$ cat config.mk
export PLATFORM = sky130hd
export DESIGN_NAME = lock_ctrl_fsm_flat
export DESIGN_NICKNAME = d
export VERILOG_FILES = /design/src/rtl/lock_ctrl_pkg.sv /design/src/rtl/lock_ctrl_fsm_if.sv /design/src/rtl/cmd_qualifier.sv /design/src/rtl/lock_ctrl_fsm.sv /design/src/flat_wrapper.sv
export SDC_FILE = /design/constraint.sdc
export NUM_CORES = 1
export LEC_CHECK = 0
export ABC_CLOCK_PERIOD_IN_PS = 1200
export CAP_MARGIN = 20
export CORE_MARGIN = 4
export CORE_UTILIZATION = 40
export DETAILED_ROUTE_END_ITERATION = 8
export PLACE_DENSITY = 0.72
export RECOVER_POWER = 100
export SLEW_MARGIN = 20
export SYNTH_ARGS = -nofsm -noshare
export SYNTH_HDL_FRONTEND = slang
export SYNTH_SLANG_ARGS = --single-unit
$ cat constraint.sdc
create_clock -name clk -period 1.2 [get_ports clk]
set_input_delay 0.3 -clock clk [delete_from_list [all_inputs] [get_ports clk]]
set_output_delay 0.3 -clock clk [all_outputs]
set_load 0.01 [all_outputs]
$ cat src/rtl/lock_ctrl_pkg.sv
// Shared types for the lock controller: FSM state encoding, the decoded
// command set and the pure functions that map raw inputs to commands and
// commands to the next access state.
package lock_ctrl_pkg;

   typedef enum logic [1:0] {
      ST_IDLE    = 2'd0,
      ST_ENABLED = 2'd1,
      ST_LOCKED  = 2'd2
   } state_t;

   typedef enum logic [1:0] {
      CMD_IDLE   = 2'd0,
      CMD_ENABLE = 2'd1,
      CMD_LOCK   = 2'd2
   } cmd_t;

   // {lock_on, enable_all}: 11 is illegal and deliberately folds onto IDLE,
   // so a stuck-high pair can never enable or lock.
   function automatic cmd_t decode_cmd(input logic lock_on, input logic enable_all);
      cmd_t c;
      case ({lock_on, enable_all})
         2'b01:   c = CMD_ENABLE;
         2'b10:   c = CMD_LOCK;
         default: c = CMD_IDLE;
      endcase
      return c;
   endfunction

   // LOCKED absorbs every command; only reset leaves it.
   function automatic state_t next_state(input state_t cur, input cmd_t cmd);
      state_t n;
      if (cur == ST_LOCKED) begin
         n = ST_LOCKED;
      end else begin
         case (cmd)
            CMD_ENABLE: n = ST_ENABLED;
            CMD_LOCK:   n = ST_LOCKED;
            default:    n = ST_IDLE;
         endcase
      end
      return n;
   endfunction

endpackage

$ cat src/rtl/lock_ctrl_fsm_if.sv
// Control/write bundle between the upstream decoder/requester and
// lock_ctrl_fsm.
//   master : drives enable_all, lock_on, wr_req, wr_data; observes status
//   slave  : the controller; drives reg_q, wr_ack, wr_err, is_enabled,
//            is_locked, lock_viol
interface lock_ctrl_fsm_if #(
   parameter int DATA_W = 8
);
   logic              enable_all;
   logic              lock_on;
   logic              wr_req;
   logic [DATA_W-1:0] wr_data;
   logic [DATA_W-1:0] reg_q;
   logic              wr_ack;
   logic              wr_err;
   logic              is_enabled;
   logic              is_locked;
   logic              lock_viol;

   modport master (
      output enable_all, lock_on, wr_req, wr_data,
      input  reg_q, wr_ack, wr_err, is_enabled, is_locked, lock_viol
   );

   modport slave (
      input  enable_all, lock_on, wr_req, wr_data,
      output reg_q, wr_ack, wr_err, is_enabled, is_locked, lock_viol
   );
endinterface

$ cat src/rtl/cmd_qualifier.sv
// Stability filter for the decoded command.
//   clk, rst     : clock, async active-high reset
//   i_cmd        : decoded command, sampled every rising edge
//   o_qual_cmd   : command being qualified (valid when o_qual_fire=1)
//   o_qual_fire  : high in the cycle whose edge is the QUAL_CYCLES-th
//                  consecutive sample of the same command; fires once per run
module cmd_qualifier
   import lock_ctrl_pkg::*;
#(
   parameter int QUAL_CYCLES = 4
) (
   input  logic clk,
   input  logic rst,
   input  cmd_t i_cmd,
   output cmd_t o_qual_cmd,
   output logic o_qual_fire
);

   localparam int              CNT_W   = $clog2(QUAL_CYCLES + 1);
   localparam logic [CNT_W-1:0] CNT_MAX = CNT_W'(QUAL_CYCLES);
   localparam logic [CNT_W-1:0] CNT_ONE = CNT_W'(1);

   logic [CNT_W-1:0] r_cnt;
   cmd_t             r_last_cmd;
   logic             w_same;

   assign w_same     = (i_cmd == r_last_cmd);
   assign o_qual_cmd = i_cmd;

   // The count lands on CNT_MAX at this edge: either the run continues from
   // CNT_MAX-1, or a fresh run starts and one sample is already enough.
   // Once saturated at CNT_MAX the same command never fires again.
   assign o_qual_fire = w_same ? (r_cnt == (CNT_MAX - CNT_ONE)) : (QUAL_CYCLES == 1);

   always_ff @(posedge clk or posedge rst) begin
      if (rst) begin
         r_cnt      <= '0;
         r_last_cmd <= CMD_IDLE;
      end else if (!w_same) begin
         r_cnt      <= CNT_ONE;
         r_last_cmd <= i_cmd;
      end else if (r_cnt != CNT_MAX) begin
         r_cnt      <= r_cnt + CNT_ONE;
      end
   end

endmodule

$ cat src/rtl/lock_ctrl_fsm.sv
// Access controller for a protected config register. The decoded
// enable_all/lock_on pair is stability-qualified, then drives a sticky
// IDLE/ENABLED/LOCKED FSM that gates writes.
//   clk      : clock, all state on rising edge
//   rst      : async active-high reset
//   ctrl_if  : slave side of lock_ctrl_fsm_if (command pair, write request,
//              register contents, ack/err pulses, status flags)
//
// state      | meaning
// ST_IDLE    | writes refused with wr_err
// ST_ENABLED | writes accepted with wr_ack
// ST_LOCKED  | writes refused, lock_viol set; exits only on rst
module lock_ctrl_fsm
   import lock_ctrl_pkg::*;
#(
   parameter int                DATA_W      = 8,
   parameter int                QUAL_CYCLES = 4,
   parameter logic [DATA_W-1:0] RESET_VAL   = '0
) (
   input logic           clk,
   input logic           rst,
   lock_ctrl_fsm_if.slave ctrl_if
);

   cmd_t              w_cmd;
   cmd_t              w_qual_cmd;
   logic              w_qual_fire;
   state_t            w_next;

   state_t            r_state;
   logic [DATA_W-1:0] r_reg_q;
   logic              r_wr_ack;
   logic              r_wr_err;
   logic              r_is_enabled;
   logic              r_is_locked;
   logic              r_lock_viol;

   assign w_cmd = decode_cmd(ctrl_if.lock_on, ctrl_if.enable_all);

   cmd_qualifier #(
      .QUAL_CYCLES (QUAL_CYCLES)
   ) u_qual (
      .clk         (clk),
      .rst         (rst),
      .i_cmd       (w_cmd),
      .o_qual_cmd  (w_qual_cmd),
      .o_qual_fire (w_qual_fire)
   );

   assign w_next = w_qual_fire ? next_state(r_state, w_qual_cmd) : r_state;

   // Write outcome keys off r_state (pre-transition), so a write on the
   // ENABLED->LOCKED edge still lands and one on IDLE->ENABLED is refused.
   always_ff @(posedge clk or posedge rst) begin
      if (rst) begin
         r_state      <= ST_IDLE;
         r_reg_q      <= RESET_VAL;
         r_wr_ack     <= 1'b0;
         r_wr_err     <= 1'b0;
         r_is_enabled <= 1'b0;
         r_is_locked  <= 1'b0;
         r_lock_viol  <= 1'b0;
      end else begin
         r_wr_ack <= 1'b0;
         r_wr_err <= 1'b0;
         if (ctrl_if.wr_req) begin
            case (r_state)
               ST_ENABLED: begin
                  r_reg_q  <= ctrl_if.wr_data;
                  r_wr_ack <= 1'b1;
               end
               ST_LOCKED: begin
                  r_wr_err    <= 1'b1;
                  r_lock_viol <= 1'b1;
               end
               default: begin
                  r_wr_err <= 1'b1;
               end
            endcase
         end
         r_state      <= w_next;
         r_is_enabled <= (w_next == ST_ENABLED);
         r_is_locked  <= (w_next == ST_LOCKED);
      end
   end

   assign ctrl_if.reg_q      = r_reg_q;
   assign ctrl_if.wr_ack     = r_wr_ack;
   assign ctrl_if.wr_err     = r_wr_err;
   assign ctrl_if.is_enabled = r_is_enabled;
   assign ctrl_if.is_locked  = r_is_locked;
   assign ctrl_if.lock_viol  = r_lock_viol;

endmodule

$ cat src/flat_wrapper.sv
// flat-port wrapper written by rule: the top's interface ports become plain ports
module lock_ctrl_fsm_flat import lock_ctrl_pkg::*;
#(
   parameter int                DATA_W      = 8,
   parameter int                QUAL_CYCLES = 4,
   parameter logic [DATA_W-1:0] RESET_VAL   = '0
)
  (clk, rst, ctrl_if_enable_all, ctrl_if_lock_on, ctrl_if_wr_req, ctrl_if_wr_data, ctrl_if_reg_q, ctrl_if_wr_ack, ctrl_if_wr_err, ctrl_if_is_enabled, ctrl_if_is_locked, ctrl_if_lock_viol);
  lock_ctrl_fsm_if #(.DATA_W(DATA_W)) ctrl_if_i ();
  input logic clk;
  input logic rst;
  input wire logic [$bits(ctrl_if_i.enable_all)-1:0] ctrl_if_enable_all;
  input wire logic [$bits(ctrl_if_i.lock_on)-1:0] ctrl_if_lock_on;
  input wire logic [$bits(ctrl_if_i.wr_req)-1:0] ctrl_if_wr_req;
  input wire logic [$bits(ctrl_if_i.wr_data)-1:0] ctrl_if_wr_data;
  output wire logic [$bits(ctrl_if_i.reg_q)-1:0] ctrl_if_reg_q;
  output wire logic [$bits(ctrl_if_i.wr_ack)-1:0] ctrl_if_wr_ack;
  output wire logic [$bits(ctrl_if_i.wr_err)-1:0] ctrl_if_wr_err;
  output wire logic [$bits(ctrl_if_i.is_enabled)-1:0] ctrl_if_is_enabled;
  output wire logic [$bits(ctrl_if_i.is_locked)-1:0] ctrl_if_is_locked;
  output wire logic [$bits(ctrl_if_i.lock_viol)-1:0] ctrl_if_lock_viol;
  assign ctrl_if_i.enable_all = ctrl_if_enable_all;
  assign ctrl_if_i.lock_on = ctrl_if_lock_on;
  assign ctrl_if_i.wr_req = ctrl_if_wr_req;
  assign ctrl_if_i.wr_data = ctrl_if_wr_data;
  assign ctrl_if_reg_q = ctrl_if_i.reg_q;
  assign ctrl_if_wr_ack = ctrl_if_i.wr_ack;
  assign ctrl_if_wr_err = ctrl_if_i.wr_err;
  assign ctrl_if_is_enabled = ctrl_if_i.is_enabled;
  assign ctrl_if_is_locked = ctrl_if_i.is_locked;
  assign ctrl_if_lock_viol = ctrl_if_i.lock_viol;
  lock_ctrl_fsm #(.DATA_W(DATA_W), .QUAL_CYCLES(QUAL_CYCLES), .RESET_VAL(RESET_VAL)) u_core (.clk(clk), .rst(rst), .ctrl_if(ctrl_if_i));
endmodule
==> flow_summary.json, run 1 <==
{
  "worstPathRequired_ps": 1410,
  "gp_routability_congestion": 0.722,
  "area_growth_syn_to_layout_pct": 44.4,
  "bufs_and_invs_on_worst_path": 1,
  "port_buffers": 25,
  "via_count_of_the_first_global_routing_pass": 689,
  "timing.final.setup_violations": 11,
  "syn_inst": 68,
  "share_seq_of_total_power": 0.412,
  "syn_nets": 84,
  "detailed_place_hpwl_mm": 1.42,
  "totalPowerFinal_uw": 2540,
  "final_count_of_hold_timing_violations": 0,
  "fin_skew_ps": 7.05,
  "drt_iter0_drc": 8,
  "asyncSetResetFlopFracSynth": 1.00,
  "final.hold.worst_slack_ps": 467,
  "path_cells": "and4bb_2 > a211oi_4 > buf_6 > nor2b_4 > o22ai_1",
  "mappedNetlistArea_sq_um": 873,
  "antenna_cells": 0,
  "cellInternalPower_uw": 1690,
  "grt_start_max_net_pins": 13,
  "vias": 657,
  "floorplan_row_count": 16,
  "layout_min_cycle_time_ps": 1380,
  "max-cap-violations": 0,
  "buffer_levels_on_the_longest_clock_path": 2,
  "initial_core_util": 0.432,
  "post_dr_wirelength_cell_microns": 14.7,
  "netlist_top_cells_area": "dfrtp_1, mux2_2, ha_1",
  "syn_area_per_cell_sq_um": 12.8,
  "grtUsageTotal": 0.147,
  "clock_pin_slew_on_the_worst_setup_and_hold_paths_ps": 100,
  "min_period_over_period": 1.15,
  "worst_skew_pair.late_latency_ps": 290,
  "powerDensity_mw_per_mm2": 2010,
  "yosys.cell_types.count": 24,
  "post-synth-top-area-cell": "dfrtp_1",
  "violations_in_the_final_reports": "negative setup slack",
  "worst_setup_slack_post_dpl_ps": -496,
  "finalNetCount": 127,
  "hold_path_class": "input port to flop",
  "viasPerCell": 4.83,
  "postRouteWirelength_mm": 2.00,
  "timing.critical_path.max_delay_family": "compound AO/OA/AOI/OAI gates",
  "synth_seq_area_share": 0.573,
  "start_kind": "flop",
  "timing.slew.headroom": 0.571,
  "layout.cells.most_common": "dfrtp_1",
  "cts-buffers-inserted": 3,
  "switching_share": 0.334,
  "core_region_area_sq_mm": 0.00202,
  "postLayoutCellArea_sq_mm": 0.00126,
  "cts-root-buf": "clkbuf_4",
  "crit_path_max_incr_delay_ps": 410,
  "end_kind": "flop",
  "synth-edff-count": 0,
  "tritoncts": "yes",
  "net-switching-power_uw": 848,
  "cts.sinks": 20,
  "cellLeakagePower_uw": 0.000624,
  "worst_slack_ps": -177,
  "arrival_ps": 1590,
  "relative_contribution_of_the_clock_network_to_total_power": 0.118,
  "layout.cells.most_common_list": "dfrtp_1, buf_2, inv_1, clkdlybuf4s50_1, buf_4",
  "ctsHtreeMaxLevel": 1,
  "synth_warnings": 0,
  "ant_nets": 0,
  "post-route-drc-count": 0,
  "fmaxAchievable_ghz": 0.726,
  "outcome": "finished, violations left",
  "globalRoute.totalOverflow": 0,
  "design.die.area_sq_mm": 0.00299,
  "path_class": "flop to flop",
  "placement.cell_area_sq_mm": 0.00123,
  "path_max_fanout": 3,
  "final.setup.tns_ps": -843,
  "synthFlopType": "dfrtp_1",
  "ports_placed_on_the_boundary": 26,
  "unrepaired_setup_endpoints_after_global_routing": "true",
  "floorplan.die.height_microns": 54.7,
  "drive_gt1_frac": 0.431,
  "combPwrFrac": 0.470,
  "yosys_register_bits": 20,
  "report.final.slew_viol_count": 0,
  "worst_pin_slew_ps": 644,
  "vdd_drop_max_mv": 1.14,
  "die_x_microns": 54.7,
  "number_of_antenna_violations_at_the_first_check_in_global_routing": 0,
  "synth.top_cell.area_share": 0.573,
  "grt_pass1_wl_mm": 3.04,
  "number_of_iterations_in_the_first_detailed_routing_pass": 2,
  "critical_path.slowest_cell": "dfrtp_1"
}
==> worst reg2reg max path, stage by stage (launching register included) <==
cell	delay, ps
dfrtp_1	410
and4bb_2	260
a211oi_4	250
buf_6	150
nor2b_4	50
o22ai_1	180
==> metrics by stage <==
stage	utilization	std cells
3_5_place_dp	0.611	130
2_1_floorplan	-	68
3_3_place_gp	0.611	130
6_report	0.624	136
4_1_cts	0.615	135
5_1_grt	0.624	136
==> final timing paths <==
| check | startpoint | to | slack [ps] | cells after the start |
|---|---|---|---|---|
| min | ctrl_if_lock_on | u_core.u_qual.r_last_cmd[1] | 470 | 2 |
| min in group asynchronous | rst | u_core.u_qual.r_last_cmd[1] | 520 | 3 |
| max in group asynchronous | rst | u_core.ctrl_if.reg_q[2] | 180 | 3 |
| max reg2reg | u_core.u_qual.r_last_cmd[0] | u_core.ctrl_if.is_enabled | -180 | 5 |
| max | u_core.u_qual.r_last_cmd[0] | u_core.ctrl_if.is_enabled | -180 | 5 |
| min reg2reg | u_core.ctrl_if.lock_viol | u_core.ctrl_if.lock_viol | 490 | 1 |
==> per-layer routing <==
layer,up-vias,part of all wire,track usage
li1,314,-,-
met1,327,0.40,0.165
met2,12,0.54,0.256
met3,4,0.046,0.0599
met4,0,0.013,0.0373
met5,-,0,0
==> state kept, by name, indices dropped and copies added, names as in the netlist <==
signal and count:
u_core.ctrl_if.is_enabled 1, u_core.u_qual.r_last_cmd 2, u_core.u_qual.r_cnt 3, u_core.ctrl_if.is_locked 1
u_core.ctrl_if.reg_q 8, u_core.r_state 2, u_core.ctrl_if.lock_viol 1, u_core.ctrl_if.wr_err 1
u_core.ctrl_if.wr_ack 1
==> cells in the mapped netlist (2+ instances only) <==
cell and count:
dfrtp_1 20, inv_1 9, mux2_2 8, nand2_1 4, a21oi_1 3, ha_1 3
nand2b_1 2, nor2_1 2, xnor2_1 2
==> cells by family (layout without fill, tap and decap cells) <==
logic type	after synthesis	in the layout	synth area share
AO/OA/AOI/OAI	9	9	0.0903
XOR/XNOR	2	2	0.0201
adder cells (fa/ha/maj)	3	3	0.0430
buffers and inverters	9	49	0.0387
flip-flops	20	20	0.573
multiplexers	8	8	0.103
AND/OR/NAND/NOR	17	18	0.132
==> timing repair <==
item                       4_1_cts  5_1_grt
setup buffers                    1        1
hold buffers                     0        0
gates resized for setup         62        6
pin swaps                        2        5
setup endpoints to repair       27       15
cloned                           1        0
==> area by class of cell <==
type / count / area [sq um]
clock buffers: 3 / 22.5
fillers: 175 / 761
inverters: 9 / 33.8
multi-input cells: 40 / 398
flip-flops and latches: 20 / 500
well taps: 27 / 33.8
repair buffers: 37 / 273
==> power groups by stage <==
stage          Clock, uW  Combinational (uW)  Sequential [uW]
5_1_grt              346                1290             1070
3_5_place_dp           0                1220             1060
6_report             300                1190             1040
3_3_place_gp           0                1200             1040
2_1_floorplan          0                 428             1170
4_1_cts              314                1160             1040
No activity file was read; power rests on OpenSTA's default activity.
==> inputs of run 2 (changes only) <==
Settings changed: REMOVE_ABC_BUFFERS from default to 1.
==> run 2 against run 1 <==
Setup slack improved by 110 ps. Critical path depth down 2. Critical path type unchanged. Clock skew down 6.2 ps. Flip-flop and latch count did not move. Via count decreased by 2.4%. Sequential share of layout area down 0.47 points. The flow still finishes with violations (negative setup slack). First-iteration DRC count shrank 63%. Highest routed layer unchanged. Sequential power barely moved.
==> flow_summary.json, run 2 (synthesized netlist as in run 1, its figures left out) <==
{
  "area_growth_syn_to_layout_pct": 46.1,
  "multi_input_comb_area_sq_um": 424,
  "initial_core_util": 0.432,
  "drive_gt1_frac": 0.413,
  "detailed_place_hpwl_mm": 1.36,
  "final.setup.tns_ps": -755,
  "gp_routability_congestion": 0.714,
  "grt_pass1_wl_mm": 2.72,
  "viasPerCell": 4.71,
  "grtUsageTotal": 0.132,
  "ctsHtreeMaxLevel": 1,
  "path_cells": "and2b_1 > nand2_4 > mux2_4",
  "clock_pin_slew_on_the_worst_setup_and_hold_paths_ps": 100,
  "number_of_antenna_violations_at_the_first_check_in_global_routing": 0,
  "layout.cells.most_common": "dfrtp_1",
  "layout_min_cycle_time_ps": 1270,
  "worst_pin_slew_ps": 493,
  "whs_endpoint": "u_core.ctrl_if.lock_viol",
  "globalRoute.totalOverflow": 0,
  "drt_iter0_drc": 3,
  "post-route-drc-count": 0,
  "number_of_iterations_in_the_first_detailed_routing_pass": 3,
  "timing.final.setup_violations": 14,
  "start_kind": "flop",
  "worst_skew_pair.late_latency_ps": 290,
  "ant_nets": 0,
  "min_path_cells": 1,
  "vdd_drop_max_mv": 1.25,
  "worst_reg2reg_path_depth": 3,
  "cellLeakagePower_uw": 0.000630,
  "postLayoutCoreUtil": 0.631,
  "violations_in_the_final_reports": "negative setup slack",
  "critical_path.slowest_cell": "dfrtp_1",
  "finalNetCount": 127,
  "core_region_area_sq_mm": 0.00202,
  "worstPathRequired_ps": 1380,
  "die_x_microns": 54.7,
  "path_max_fanout": 5,
  "fill_cells": 171,
  "worst_slack_ps": -66.2,
  "max-cap-violations": 0,
  "report.final.slew_viol_count": 0,
  "arrival_ps": 1450,
  "fin_skew_ps": 0.895,
  "cts-buffers-inserted": 3,
  "layout.area.seq_sq_um": 500,
  "antenna_cells": 0,
  "fmaxAchievable_ghz": 0.790,
  "crit_path_max_incr_delay_ps": 380,
  "ports_placed_on_the_boundary": 26,
  "post_dr_wirelength_cell_microns": 14.2,
  "tritoncts": "yes",
  "cts.sinks": 20,
  "cts-root-buf": "clkbuf_4",
  "worst_setup_slack_post_dpl_ps": -518,
  "layout.cells.most_common_list": "dfrtp_1, clkbuf_2, buf_4, inv_1, clkdlybuf4s50_1",
  "vias": 641,
  "unrepaired_setup_endpoints_after_global_routing": "true",
  "timing.slew.headroom": 0.671,
  "placement.cell_area_sq_mm": 0.00124,
  "path_class": "flop to flop",
  "regToRegStartpoint": "u_core.r_state[1]",
  "min_period_over_period": 1.06,
  "totalPowerFinal_uw": 2580,
  "hold_path_class": "flop to flop",
  "design.die.area_sq_mm": 0.00299,
  "reg2reg_slack_ps": -70,
  "final_count_of_hold_timing_violations": 0,
  "outcome": "finished, violations left",
  "port_buffers": 25,
  "postRouteWirelength_mm": 1.94,
  "grt_start_max_net_pins": 21,
  "end_kind": "flop",
  "floorplan.die.height_microns": 54.7,
  "postLayoutCellArea_sq_mm": 0.00128,
  "largest_register_ffs": 8,
  "floorplan_row_count": 16,
  "powerDensity_mw_per_mm2": 2020,
  "regToRegEndpoint": "u_core.ctrl_if.reg_q[7]",
  "buffer_levels_on_the_longest_clock_path": 2,
  "via_count_of_the_first_global_routing_pass": 650,
  "holdCritStartpoint": "u_core.ctrl_if.lock_viol"
}
[run 2: where the power goes]
part | internal, uW | total, uW | leakage [uW] | switching [uW]
clock network | 117 | 296 | 0.0000138 | 180
logic | 677 | 1240 | 0.000374 | 561
registers | 929 | 1050 | 0.000242 | 120
total | 1720 | 2580 | 0.000630 | 861
[run 2: how the worst max path moves through the flow]
stage	start	endpoint	slack [ps]	cells after the start
final	u_core.r_state[1]	u_core.ctrl_if.reg_q[7]	-70	3
after floorplan	u_core.u_qual.r_cnt[0]	u_core.ctrl_if.is_enabled	-5	4
after global placement	ctrl_if_enable_all	u_core.r_state[0]	-460	5
after detailed placement	ctrl_if_enable_all	u_core.ctrl_if.is_enabled	-520	5
after global routing	u_core.u_qual.r_last_cmd[1]	u_core.r_state[1]	-140	4
after CTS	u_core.u_qual.r_last_cmd[1]	u_core.ctrl_if.is_enabled	-50	4
[run 2: what timing repair did]
item,CTS,global route
buffers inserted,1,2
gates cloned,0,1
pin swaps,0,1
endpoints found under the hold margin,0,0
endpoints found under the setup margin,27,16
gates resized for setup,58,14
hold buffers,0,0
[run 2: through the flow]
stage / hold WS (ps) / cells
finish: 486 / 136
global route: 476 / 136
CTS: 323 / 133
detailed placement: 465 / 129
global placement: 464 / 129
floorplan: 264 / 68
[run 2: final cells by class]
class                      count  area share
inverter                       9      0.0265
multi-input combinational     40       0.332
tap                           27      0.0265
sequential                    20       0.392
clock buffer                   3      0.0176
timing repair buffer          37       0.205
[run 2: critical path: cells and delay by family, from the launching register on]
| kind | cells | cell delay (ps) |
|---|---|---|
| and+or+nand+nor | 2 | 460 |
| muxes | 1 | 320 |
| DFF | 1 | 380 |
[run 2: per-layer routing]
| layer | wire, microns | share of wire | vias to the layer above | GRT usage |
|---|---|---|---|---|
| li1 | - | - | 313 | - |
| met1 | 814 | 0.42 | 314 | 0.139 |
| met2 | 1020 | 0.53 | 12 | 0.228 |
| met3 | 91 | 0.047 | 2 | 0.0599 |
| met4 | 13 | 0.0067 | 0 | 0.0456 |
| met5 | 0 | 0 | - | 0 |
